### src/rtl/multi_channel_delay_line.sv
//==============================================================================
// Module   : multi_channel_delay_line
// Summary  : CHANNELS x WIDTH lanes delayed 1..DEPTH clocks through a circular
//            buffer; cfg_load reprograms the delay and flushes in-flight data.
// Options  : define DELAY_LINE_STATS_EN to add sample_count / drop_count ports.
// Revision : 1.0 - initial release
//==============================================================================
`default_nettype none

module multi_channel_delay_line #(
    parameter int WIDTH    = 8,
    parameter int CHANNELS = 2,
    parameter int DEPTH    = 16,
    parameter int CFG_W    = $clog2(DEPTH)
) (
    input  logic                      clk,
    input  logic                      rst_n,
    input  logic                      en,
    input  logic                      cfg_load,
    input  logic [CFG_W-1:0]          cfg_delay,
    input  logic                      in_valid,
    input  logic [CHANNELS*WIDTH-1:0] in_data,
    output logic                      out_valid,
    output logic [CHANNELS*WIDTH-1:0] out_data,
    output logic                      busy,
    output logic [CFG_W-1:0]          cur_delay
`ifdef DELAY_LINE_STATS_EN
    ,
    output logic [15:0]               sample_count,
    output logic [15:0]               drop_count
`endif
);

    localparam int c_data_w = CHANNELS * WIDTH;
    localparam int c_cnt_w  = CFG_W + 1;

    typedef enum logic [0:0] {
        ST_RUN   = 1'b0,
        ST_FLUSH = 1'b1
    } state_t;

    state_t              r_state;
    state_t              w_state_next;
    logic [c_cnt_w-1:0]  r_flush_cnt;
    logic [c_cnt_w-1:0]  w_flush_cnt_next;
    logic [CFG_W-1:0]    r_wr_ptr;
    logic [CFG_W-1:0]    r_cur_delay;
    logic [CFG_W-1:0]    w_rd_idx;
    logic [DEPTH-1:0]    r_mem_valid;
    logic [DEPTH-1:0]    w_mem_valid_next;
    logic [c_data_w-1:0] r_mem_data [DEPTH];
    logic                r_out_valid;
    logic [c_data_w-1:0] r_out_data;
    logic                w_rd_valid;
    logic [c_data_w-1:0] w_rd_data;

    // Read happens before the same-cycle write; delay 0 bypasses the buffer.
    assign w_rd_idx   = r_wr_ptr - r_cur_delay;
    assign w_rd_valid = (r_cur_delay == '0) ? in_valid : r_mem_valid[w_rd_idx];
    assign w_rd_data  = (r_cur_delay == '0) ? in_data  : r_mem_data[w_rd_idx];

    always_comb begin
        w_state_next     = r_state;
        w_flush_cnt_next = r_flush_cnt;
        if (cfg_load) begin
            w_state_next     = ST_FLUSH;
            w_flush_cnt_next = c_cnt_w'(cfg_delay) + c_cnt_w'(1);
        end else if (en && (r_state == ST_FLUSH)) begin
            w_flush_cnt_next = r_flush_cnt - c_cnt_w'(1);
            if (r_flush_cnt == c_cnt_w'(1)) begin
                w_state_next = ST_RUN;
            end
        end
    end

    // Clear from a load applies before the same-cycle write.
    always_comb begin
        w_mem_valid_next = cfg_load ? '0 : r_mem_valid;
        if (en) begin
            w_mem_valid_next[r_wr_ptr] = in_valid;
        end
    end

    always_ff @(posedge clk or negedge rst_n) begin
        if (!rst_n) begin
            r_state     <= ST_RUN;
            r_flush_cnt <= '0;
            r_wr_ptr    <= '0;
            r_cur_delay <= '0;
            r_mem_valid <= '0;
            r_out_valid <= 1'b0;
            r_out_data  <= '0;
        end else begin
            r_state     <= w_state_next;
            r_flush_cnt <= w_flush_cnt_next;
            r_mem_valid <= w_mem_valid_next;
            if (cfg_load) begin
                r_cur_delay <= cfg_delay;
            end
            if (en) begin
                r_wr_ptr    <= r_wr_ptr + CFG_W'(1);
                r_out_valid <= w_rd_valid;
                r_out_data  <= w_rd_data;
            end
            if (cfg_load) begin
                r_out_valid <= 1'b0;
            end
        end
    end

    always_ff @(posedge clk) begin
        if (en) begin
            r_mem_data[r_wr_ptr] <= in_data;
        end
    end

    assign out_valid = r_out_valid;
    assign out_data  = r_out_data;
    assign busy      = (r_state == ST_FLUSH);
    assign cur_delay = r_cur_delay;

`ifdef DELAY_LINE_STATS_EN
    logic [c_cnt_w-1:0] w_valid_pop;
    logic [16:0]        w_drop_sum;
    logic [15:0]        r_sample_count;
    logic [15:0]        r_drop_count;

    always_comb begin
        w_valid_pop = '0;
        for (int i = 0; i < DEPTH; i++) begin
            w_valid_pop = w_valid_pop + c_cnt_w'(r_mem_valid[i]);
        end
    end

    assign w_drop_sum = {1'b0, r_drop_count} + 17'(w_valid_pop);

    always_ff @(posedge clk or negedge rst_n) begin
        if (!rst_n) begin
            r_sample_count <= '0;
            r_drop_count   <= '0;
        end else if (cfg_load) begin
            r_sample_count <= '0;
            r_drop_count   <= w_drop_sum[16] ? 16'hFFFF : w_drop_sum[15:0];
        end else if (en && w_rd_valid && (r_sample_count != 16'hFFFF)) begin
            r_sample_count <= r_sample_count + 16'd1;
        end
    end

    assign sample_count = r_sample_count;
    assign drop_count   = r_drop_count;
`endif

endmodule

`default_nettype wire

### config.mk
export PLATFORM = sky130hd
export DESIGN_NAME = multi_channel_delay_line
export DESIGN_NICKNAME = d
export VERILOG_FILES = /design/src/rtl/multi_channel_delay_line.sv
export SDC_FILE = /design/constraint.sdc
export NUM_CORES = 1
export LEC_CHECK = 0
export CAP_MARGIN = 25
export CORE_ASPECT_RATIO = 1.2
export CORE_MARGIN = 4
export CORE_UTILIZATION = 33
export CTS_BUF_LIST = sky130_fd_sc_hd__clkbuf_8
export CTS_CLUSTER_SIZE = 25
export DETAILED_ROUTE_END_ITERATION = 10
export PLACE_DENSITY = 0.55
export SLEW_MARGIN = 10
export SYNTH_ARGS = -nofsm -noshare
export SYNTH_HDL_FRONTEND = slang
export SYNTH_SLANG_ARGS = --single-unit
### constraint.sdc
create_clock -name clk -period 4.3 [get_ports clk]
set_input_delay 0.43 -clock clk [delete_from_list [all_inputs] [get_ports clk]]
set_output_delay 0.43 -clock clk [all_outputs]
set_load 0.02 [all_outputs]
Word level (Yosys, flattened, before mapping)
Memories as Yosys holds them, arrays and structs flattened. A register that Yosys moved wholly into a read port is not among the register bits.
Index checks and enable logic that the tools add are counted.
{"block": "op_classes", "add_sub_neg": 4, "multipliers": 0, "div_mod_pow": 0, "n_lt_le_gt_ge": 3, "n_eq_ne": 1, "n_shift": 0, "muxes": 17, "bitwise_logic": 0, "reduce_logical": 8}
{"op": "16-bit two-way mux", "count": 2}
{"op": "16-bit bitwise mux", "count": 1}
{"op": "4-bit by 5-bit less-than comparator with 1-bit output (second input constant)", "count": 2}
{"op": "1-bit two-way mux", "count": 10}
{"op": "5-bit two-way mux", "count": 2}
{"op": "2-bit nonzero test", "count": 3}
{"op": "4-bit by 1-bit adder with 5-bit output (second input constant)", "count": 1}
{"op": "5-bit by 1-bit == test with 1-bit output (second input constant)", "count": 1}
{"op": "5-bit by 1-bit subtractor with 5-bit output (second input constant)", "count": 1}
{"op": "4-bit by 1-bit adder with 4-bit output (second input constant)", "count": 1}
{"op": "1-bit binary-select mux with 4-bit select", "count": 1}
{"op": "1-bit demux with 4-bit select", "count": 1}
{"op": "4-bit by 1-bit greater-or-equal comparator with 1-bit output (second input constant)", "count": 1}
{"op": "4-bit logical NOT", "count": 1}
{"op": "4-bit subtractor", "count": 1}
{"op": "1-bit logical AND", "count": 2}
{"op": "2-bit AND reduction", "count": 1}
{"op": "1-bit logical NOT", "count": 1}
{"block": "totals", "reg_bits": 31, "latchBits": 0, "ramBits": 256, "romBits": 0, "n_memories": 1}
{"name": "r_mem_data", "depth": 16, "word_bits": 16, "rd": 1, "rd_clocked_by_memory_dff": 1, "write_ports": 1, "line": "51", "source": "logic [c_data_w-1:0] r_mem_data [DEPTH];"}

Depth between registers and ports, before layout
{"block": "depth", "depth_word": 6, "ltp_mapped": 12, "mapped_depth_nobuf": 9}

Least setup slack after synthesis
OpenSTA, ideal clock, no wires.
{"block": "synth_path", "kind": "register -> register", "startpoint": "reg r_wr_ptr[0]", "endpoint": "reg r_out_data[5] (netlist: out_data[5]) (read register of r_mem_data)", "setup_time_ps": 126, "arrival_ps": 2645, "t_required_ps": 4174, "slack_ps": 1528, "stages_incl_launch_ff": 13, "path_buffers": 3, "period_less_slack_ps": 2772, "cell_sequence": "dfrtp_1 inv_1 ha_1 inv_1 fa_1 clkbuf_1 xnor2_1 nand3_1 a211oi_4 nor2b_1 buf_2 buf_6 a221o_1"}
{"block": "synth_between", "elab_chain_cells": 1}
{"element": "start: declaration", "line": "46", "source": "logic [CFG_W-1:0] r_wr_ptr;"}
{"element": "start signal: assignment", "line": "101", "source": "r_wr_ptr <= r_wr_ptr + CFG_W'(1);"}
{"element": "4-bit subtractor", "line": "58", "source": "assign w_rd_idx = r_wr_ptr - r_cur_delay;"}
{"element": "end: declaration", "line": "53", "source": "logic [c_data_w-1:0] r_out_data;"}
No other way between the ends.
A chain may end at the register's enable or synchronous reset.

Worst setup path after layout
{"block": "layout_path", "startpoint": "reg r_wr_ptr[0]", "endpoint": "reg r_out_valid (netlist: out_valid)"}
{"block": "layout_between", "elab_chain_cells": 6}
{"element": "4-bit subtractor", "line": "58"}
{"element": "1-bit binary-select mux with 4-bit select", "line": "59", "source": "assign w_rd_valid = (r_cur_delay == '0) ? in_valid : r_mem_valid[w_rd_idx];"}
{"element": "1-bit two-way mux (not written as such)", "line": "59"}
{"element": "1-bit two-way mux", "line": "59"}
{"element": "1-bit two-way mux", "line": "100", "source": "if (en) begin"}
{"element": "1-bit two-way mux", "line": "105", "source": "if (cfg_load) begin"}
{"element": "end signal: assignment", "line": "102", "source": "r_out_valid <= w_rd_valid;"}
{"element": "end: declaration", "line": "52", "source": "logic r_out_valid;"}
No other way between the ends. The select of a mux whose other input is x is not followed.

==> run_results.csv <==
group,metric,value,unit
critical_path,path_max_fanout,47,
critical_path,worstSetupPathType,"flip-flop to flip-flop",
die,fp.dieW,187.2,um
global_routing,grt_pass1_vias,7885,
synthesis,synth_area,12710,sq um
global_routing,grt_max_degree,73,
pwr,power.switching,0.004069,W
drt,wire_per_inst,21.69,um
finish,antennaDiodeCount,0,
critical_path,rr_endpoint,"out_valid",
placement,io_buffers,46,
placement,placedCellCount,1361,
global_routing,grt_antenna_before_repair,0,
cts,cts_tree,"yes",
finish,drive_above_1_share,0.1272,
finish,layout-area-overhead-vs-synth,17.60,%
job,drv_cap,0,
drt,drt_pass1_iterations,5,
drt,vias,7569,
critical_path,rr_worst_depth,9,
synthesis,syn_nets,901,
critical_path,worstPathRequired,4.73,ns
min_path,hp-start,"cfg_delay[3]",
pwr,pwr-share-clk,0.237,
placement,hpwl,18590,um
synthesis,syn_inst,865,
finish,multi_input_area,3665,sq um
die,initial_core_util,0.3349,
critical_path,r2r_start,"r_wr_ptr[0]",
pwr,pwr-share-seq,0.351,
global_routing,grt_overflow,0,
pwr,intPower,0.006709,W
cts,cts_resized,0,
die,design.core.area,37960,sq um
timing,tightest_slew,0.9004,ns
finish,seq_area,8864,sq um
synthesis,synth.distinct_cells,36,
finish,fin_cells,1455,
finish,num-fill-cells,3503,
critical_path,cp-start-kind,"flip-flop",
cts,clk_pin_slew_worst_paths,0.06,ns
synthesis,yosys_warnings,0,
min_path,hold_class,"primary input to flip-flop",
die,die_y,223.0,um
pwr,combPwrFrac,0.412,
min_path,whs_path_depth,3,
pwr,power.total,0.01078,W
timing,hold_viol_final,0,
global_routing,grtUsageTotal,0.1496,
drt,drt-total-wl,31550,um
timing,rsz0062_at_grt,"no",
placement,gp_congestion,0.7626,
drt,vias_per_cell,5.202,
timing,max_slew_margin,0.3989,
timing,setup_violations,0,
synthesis,synth.avg_cell_area,14.70,sq um
pwr,ir_drop,0.0005578,V
die,num_rows,78,
drt,drt_iter0_markers,460,
critical_path,setup.worst_path.end_class,"flip-flop",
pwr,p_leak,5.451,nW
drt,ant_nets,0,
die,dieArea,41740,sq um
synthesis,synth-seq-area-share,0.6972,
timing,min_period,3.434,ns
critical_path,r2r_slack,0.87,ns
pwr,p_per_area,720.9,nW/um^2
drt,remaining_drc_errors,0,
cts,cts_sinks,303,
cts,cts_max_path_buffers,3,
finish,fin_util,0.3938,
timing,finalCritPeriodShare,0.7985,
finish,nets,971,
pwr,swShare,0.3775,
global_routing,grt_pass1_wl,48140,um
min_path,min_to,"r_flush_cnt[4]",
timing,fmax,291.2,MHz
synthesis,ys_seq_elements,303,
die,ios,47,
timing,finClkSkew,0.02827,ns
cts,cts-root-buf,"clkbuf_8",
cts,cts_inserted_buffers,50,
timing,setup_tns,0,ns
critical_path,crit_arrival,3.86,ns
cts,clk-insertion-delay-late,0.59,ns
run_status,status,"complete, no violations",
timing,drv_slew,0,
cts,cts_max_level,2,
synthesized netlist by cell type (all sizes together):
cell     instances  share of area
o21ai           21         0.0083
nand3          132          0.052
nand2b          20         0.0098
ha              10         0.0098
nor3             5         0.0020
nor4             3         0.0015
a311oi           1        0.00069
nor2b           25          0.012
dfrtp           47          0.093
nand4           33          0.016
edfxtp         256           0.60
a21oi            5         0.0020
nor2            15         0.0044
o41ai            1        0.00069
nand2           29         0.0086
o22ai            2        0.00098
mux2             2         0.0018
buf             29          0.012
a221o           16          0.013
a21o             1        0.00059
nand3b           1        0.00059
xor2             7         0.0048
a211oi           1         0.0016
a2111oi          8         0.0055
xnor2            8         0.0061
fa               1         0.0016
a31oi            1        0.00049
or4              1        0.00059
mux2i          145           0.11
inv              8         0.0024
clkbuf          31         0.0092
flip-flops by register name, indices dropped and copies added, names as in the netlist:
| signal | cells |
|---|---|
| r_wr_ptr | 4 |
| busy | 1 |
| cur_delay | 4 |
| r_mem_valid | 16 |
| r_mem_data | 256 |
| out_valid | 1 |
| r_flush_cnt | 5 |
| out_data | 16 |
area by class of cell:
| class | count | share of cell area |
|---|---|---|
| clock inverters | 33 | 0.01414 |
| clock buffers | 59 | 0.05431 |
| inverters | 8 | 0.002009 |
| well taps | 480 | 0.04017 |
| repair buffers | 78 | 0.05139 |
| flip-flops and latches | 303 | 0.5929 |
| multi-input cells | 494 | 0.2451 |
through the flow:
step / cell area (sq um) / setup slack (ns) / hold WS, ns
floorplan: 12710 / 1.528 / 0.1344
global placement: 13900 / 0.9714 / 0.5273
detailed placement: 13900 / 0.8672 / 0.5382
CTS: 14940 / 0.8425 / 0.4684
global route: 14950 / 0.5222 / 0.5148
finish: 14950 / 0.8663 / 0.5107
cells by family (layout without fill, tap and decap cells):
logic type,after synthesis,count (layout),synth area share
AO/OA/AOI/OAI,57,57,0.03336
XOR/XNOR,15,15,0.01092
adder cells (fa/ha/maj),11,11,0.01142
buffers and inverters,68,178,0.02323
flip-flops,303,303,0.6972
multiplexers,147,147,0.1159
AND/OR/NAND/NOR,264,264,0.1080
worst max-delay path by stage:
stage / startpoint / to / slack [ns]
after global placement: r_wr_ptr[0] / out_valid / 0.97
after detailed placement: r_wr_ptr[0] / out_valid / 0.87
after floorplan: r_wr_ptr[0] / out_data[5] / 1.53
after CTS: r_wr_ptr[0] / out_valid / 0.84
final: r_wr_ptr[0] / out_valid / 0.87
after global routing: r_wr_ptr[0] / out_valid / 0.52
routing by layer:
metal | vias to the layer above | routed length (um) | part of all wire | global-route usage
li1 | 3468 | - | - | -
met1 | 3831 | 13640 | 0.43 | 0.1927
met2 | 203 | 15510 | 0.49 | 0.2496
met3 | 67 | 1430 | 0.045 | 0.03192
met4 | 0 | 976 | 0.031 | 0.05560
met5 | - | 0 | 0 | 0
worst max-delay path: stages (launching register included):
cell and delay, ns:
dfrtp_1 0.45, inv_1 0.16, ha_4 0.14, inv_1 0.04
fa_2 0.99, inv_2 0.57, a2111oi_0 0.51, nor4_1 0.09
mux2i_1 0.19, a311oi_1 0.12
repair_timing:
action / CTS / global route
hold buffers: 1 / 0
setup endpoints to repair: 0 / 0
hold endpoints to repair: 43 / 0
buffers inserted: 0 / 0
cells in the final DEF, fill, tap and decap left out, types with 4 or more instances in the layout:
cell,instances
clkinv_2,4
xor2_1,6
clkdlybuf4s50_1,45
buf_4,25
a2111oi_0,8
ha_1,9
a21oi_1,5
edfxtp_1,256
dfrtp_1,47
buf_12,5
nor3_2,4
nand3_1,132
nor2_2,12
a221o_1,16
clkbuf_8,59
nand4_1,33
nor2b_1,25
nand2_1,29
inv_1,30
o21ai_0,21
nand2b_1,20
mux2i_1,145
xnor2_1,7
power groups by stage:
stage	Clock [W]	Sequential, W	Combinational (W)
after floorplan	0	0.00385	0.00301
after detailed placement	0	0.00384	0.00449
final	0.00255	0.00379	0.00444
after global routing	0.00275	0.00383	0.00483
after global placement	0	0.00384	0.00448
after CTS	0.00262	0.00379	0.00451
Power figures use the tool's default switching activity.
